$ cat config.mk
export PLATFORM = sky130hd
export DESIGN_NAME = regfile_wb_arbiter
export DESIGN_NICKNAME = d
export VERILOG_FILES = /design/src/rtl/regfile_wb_arbiter.sv
export SDC_FILE = /design/constraint.sdc
export NUM_CORES = 1
export LEC_CHECK = 0
export ABC_AREA = 1
export BUFFER_PORTS_ARGS = -buffer_cell sky130_fd_sc_hd__buf_4
export CORE_MARGIN = 1.5
export CORE_UTILIZATION = 30
export DETAILED_ROUTE_END_ITERATION = 6
export GPL_TIMING_DRIVEN = 0
export SLEW_MARGIN = 0
export SYNTH_ARGS = -nofsm -noshare
export SYNTH_HDL_FRONTEND = slang
export SYNTH_SLANG_ARGS = --single-unit
$ cat constraint.sdc
create_clock -name clk -period 5.6 [get_ports clk]
set_input_delay 0.56 -clock clk [delete_from_list [all_inputs] [get_ports clk]]
set_output_delay 0.56 -clock clk [all_outputs]
set_load 0.01 [all_outputs]
$ cat src/rtl/regfile_wb_arbiter.sv
// Register-file write-port arbiter: the writeback stage always wins the port, and side-unit results
// wait in a small in-order FIFO until a free slot. A starvation FSM requests bubbles when the FIFO head waits too long.
module regfile_wb_arbiter #(
  parameter int DEPTH      = 4,
  parameter int STARVE_MAX = 8
) (
  input  logic                     clk,
  input  logic                     rst,
  input  logic                     RegWriteW,
  input  logic [4:0]               RdW,
  input  logic [31:0]              ResultW,
  input  logic                     b_valid,
  input  logic [4:0]               b_rd,
  input  logic [31:0]              b_data,
  output logic                     b_ready,
  output logic                     stall_req,
  output logic                     RegWrite,
  output logic [4:0]               Rd,
  output logic [31:0]              Result,
  output logic [$clog2(DEPTH):0]   fifo_count
);

  localparam int AW = $clog2(DEPTH);
  localparam int CW = $clog2(STARVE_MAX + 1);

  typedef enum logic [1:0] {
    ST_IDLE,
    ST_PEND,
    ST_STALL
  } state_t;

  logic [4:0]    r_mem_rd   [DEPTH];
  logic [31:0]   r_mem_data [DEPTH];
  logic [AW:0]   r_wptr;
  logic [AW:0]   r_rptr;
  logic          r_reg_write;
  logic [4:0]    r_rd;
  logic [31:0]   r_result;
  logic          r_stall_req;
  state_t        r_state;
  logic [CW-1:0] r_cnt;

  logic          w_a_live;
  logic          w_empty;
  logic          w_full;
  logic          w_pop;
  logic          w_push;
  logic [AW:0]   w_count;
  logic [AW:0]   w_count_next;
  logic [4:0]    w_head_rd;
  logic [31:0]   w_head_data;
  state_t        w_state_next;
  logic [CW-1:0] w_cnt_next;

  assign w_a_live     = RegWriteW && (RdW != 5'd0);
  assign w_empty      = (r_wptr == r_rptr);
  assign w_full       = (r_wptr[AW] != r_rptr[AW]) && (r_wptr[AW-1:0] == r_rptr[AW-1:0]);
  assign w_pop        = !w_a_live && !w_empty;
  // A zero destination still completes the handshake but is never stored.
  assign w_push       = b_valid && !w_full && (b_rd != 5'd0);
  assign w_count      = r_wptr - r_rptr;
  assign w_count_next = w_count + (AW + 1)'(w_push) - (AW + 1)'(w_pop);
  assign w_head_rd    = r_mem_rd[r_rptr[AW-1:0]];
  assign w_head_data  = r_mem_data[r_rptr[AW-1:0]];

  assign b_ready    = !w_full;
  assign fifo_count = w_count;
  assign stall_req  = r_stall_req;
  assign RegWrite   = r_reg_write;
  assign Rd         = r_rd;
  assign Result     = r_result;

  always_ff @(posedge clk) begin
    if (w_push) begin
      r_mem_rd[r_wptr[AW-1:0]]   <= b_rd;
      r_mem_data[r_wptr[AW-1:0]] <= b_data;
    end
  end

  always_ff @(posedge clk or negedge rst) begin
    if (!rst) begin
      r_wptr <= '0;
      r_rptr <= '0;
    end else begin
      if (w_push) r_wptr <= r_wptr + 1'b1;
      if (w_pop)  r_rptr <= r_rptr + 1'b1;
    end
  end

  // Rd/Result keep their last value on idle slots; only the enable drops.
  always_ff @(posedge clk or negedge rst) begin
    if (!rst) begin
      r_reg_write <= 1'b0;
      r_rd        <= 5'd0;
      r_result    <= 32'd0;
    end else if (w_a_live) begin
      r_reg_write <= 1'b1;
      r_rd        <= RdW;
      r_result    <= ResultW;
    end else if (w_pop) begin
      r_reg_write <= 1'b1;
      r_rd        <= w_head_rd;
      r_result    <= w_head_data;
    end else begin
      r_reg_write <= 1'b0;
    end
  end

  always_ff @(posedge clk or negedge rst) begin
    if (!rst) begin
      r_state     <= ST_IDLE;
      r_cnt       <= '0;
      r_stall_req <= 1'b0;
    end else begin
      r_state     <= w_state_next;
      r_cnt       <= w_cnt_next;
      r_stall_req <= (w_state_next == ST_STALL);
    end
  end

  always_comb begin
    w_state_next = r_state;
    w_cnt_next   = r_cnt;
    case (r_state)
      ST_IDLE: begin
        w_cnt_next = '0;
        if (w_push) w_state_next = ST_PEND;
      end
      ST_PEND: begin
        if (w_pop) begin
          w_cnt_next = '0;
          if (w_count_next == '0) w_state_next = ST_IDLE;
        end else if ((r_cnt + CW'(1)) >= CW'(STARVE_MAX)) begin
          w_cnt_next   = CW'(STARVE_MAX);
          w_state_next = ST_STALL;
        end else begin
          w_cnt_next = r_cnt + CW'(1);
        end
      end
      ST_STALL: begin
        if (w_pop) begin
          w_cnt_next   = '0;
          w_state_next = (w_count_next == '0) ? ST_IDLE : ST_PEND;
        end
      end
      default: begin
        w_state_next = ST_IDLE;
        w_cnt_next   = '0;
      end
    endcase
  end

endmodule

==> run metrics <==
CTS clk-pin slew, worst paths 70 ps; Post-CTS Setup Bufs 0; Max-Cap Viols 0; Port Buffers 120; critical path capture point type register; commonest non-fill, non-tap cell in the layout nand2_1; clk_skew 11.4 ps; vias in the first global route 5741; worst slack at placement 1850 ps; Storage cell area 5720 um^2; Chip Height 168 um; Syn Std Cell Area 8200 um^2; Row Count 60; Fill cells 2632; Core Util, Final 38.0%; Initial Util 30.5%; Placed Area 9650 um^2; setup ws final 1900 ps; # resized after CTS 0; post-DR wirelength/cell 17.0 um; CTS buffer count 17; Area Overhead vs Synth 24.5%; # DRC 0; period utilization 66.1%; first-iteration detailed-routing DRC count 392; cts hold-fix bufs 0; first-pass GRT wire length 31600 um; total congestion overflow 0; critical path fanouts, max 10; class of the worst hold path primary input to async pin; kind of critical path register to register; Inst Count DP 1178; H-tree depth 4; most frequent cells in the layout nand2_1 (220), edfxtp_1 (148), buf_4 (123), nand3_1 (64), dfrtp_1 (51); TNS Setup 0 ps; # diodes 0; clock sink count 199; final WL 20600 um; core area 26900 um^2; critical path arrival 4030 ps; DR vias/cell 4.61; CP startpoint kind register; cell area after layout 10200 um^2; final cell count without fillers 1210; Root Driver clkbuf_16; Final Hold Viols 0; sequential area share after synthesis 69.7%; CTS tree built; largest net degree at the start of global routing 52; FMAX 270 MHz; clk_lat worst skew 440 ps; worst endpoint required time 5930 ps; Distinct cells, synth 33; CTS max path bufs 2; DR vias 5582; layout cells sized above 1 23.4%; Max Slew Vio Count 0; headroom to the max-slew limit 49.7%; Die W 168 um; post-synthesis register bit count 199; gr usage total 15.1%; minimum clock period after layout 3700 ps; Avg Inst Size Synth 11.5 um^2; Final HPWL DP 13600 um; 1st-pass router iterations 5; hold_ws 186 ps; post-layout net count 946; LEAKAGE 4.11 nW; initial antenna violation count 0; outcome complete, no violations; IR drop worst, VDD 0.187 mV; Die ar. 28300 um^2; Final ANT Viol Nets 0; multi-input logic area 2200 um^2; net count after synthesis 803; Tot Pwr 5.50 mW; Syn Inst Count 713; slew at the pin with the worst max-slew slack 754 ps; gp weighted congestion 0.744; # setup viols final 0; Ports 121; RSZ-0062 raised after global routing false; Synth warnings 0; power per standard cell area 538 nW/um^2
-- layout make-up --
class,instances,share of cell area [%]
plain buffers,35,2.09
clock buffers,18,4.20
clock inverters,14,1.37
inverters,25,0.968
multi-input cells,454,21.5
flip-flops and latches,199,56.0
well taps,341,4.18
repair buffers,124,9.68
-- metal layers --
metal / up-vias / share of wire [%] / track usage (%)
li1: 2742 / - / -
met1: 2669 / 45 / 19.0
met2: 148 / 48 / 24.9
met3: 23 / 5.7 / 4.14
met4: 0 / 1.9 / 5.47
met5: - / 0 / 0
-- state kept, by name, summed over array words and instances (netlist names), 2 cells and up --
name	flops
Rd	5
Result	32
r_cnt	4
r_mem_data	128
r_mem_rd	20
r_rptr	3
r_state	2
r_wptr	3
-- kinds of logic after synthesis --
kind of cell             share of synthesized area, %
AND/OR/NAND/NOR                                  17.7
flip-flops                                       69.7
AO/OA/AOI/OAI                                    6.12
buffers and inverters                            3.81
adder cells (fa/ha/maj)                          2.01
XOR/XNOR                                        0.641
-- final timing paths --
kind,slack (ps),depth (start not counted),startpoint,end
min in group clk,320,1,b_data[5],r_mem_data[1][5]$_DFFE_PP_
max in group asynchronous,4910,1,rst,Result[19]$_DFFE_PN0P_
worst min register to register,480,2,Result[14]$_DFFE_PN0P_,Result[14]$_DFFE_PN0P_
worst max register to register,1900,17,r_rptr[1]$_DFFE_PN0P_,r_state[0]$_DFF_PN0_
worst max-delay path,1900,17,r_rptr[1]$_DFFE_PN0P_,r_state[0]$_DFF_PN0_
worst min-delay path,190,1,rst,Result[1]$_DFFE_PN0P_
-- power breakdown --
part / switching (mW) / internal, mW / leakage (nW)
sequential: 0.156 / 2.02 / 1.96
combinational: 1.33 / 0.816 / 1.88
clock: 0.583 / 0.591 / 0.270
-- cell usage after synthesis (all sizes together) --
master	instances	area, um^2
o22ai	19	119
clkbuf	6	23.8
dfrtp	51	1280
nor2	53	201
fa	2	40.0
nand4	1	6.26
ha	10	125
nor3	1	5.00
nand2	225	867
nand3	67	358
or2	1	6.26
buf	29	190
edfxtp	148	4440
inv	25	98.9
xor2	4	35.0
o211ai	14	105
o21ai	49	249
a21oi	5	28.8
nand3b	1	7.51
xnor2	2	17.5
-- critical path, stage by stage (launching register included) --
cell and delay [ps]:
dfrtp_1 440, inv_1 110, buf_2 260, buf_2 300, ha_1 280, nand2_1 60
inv_1 90, nand3_1 140, nand3_2 320, ha_1 410, inv_1 40, ha_1 180
fa_1 420, or2_2 300, nor2_1 100, nand2_1 60, nand2_1 60, nand2_1 40
No activity file was read; power rests on OpenSTA's default activity.
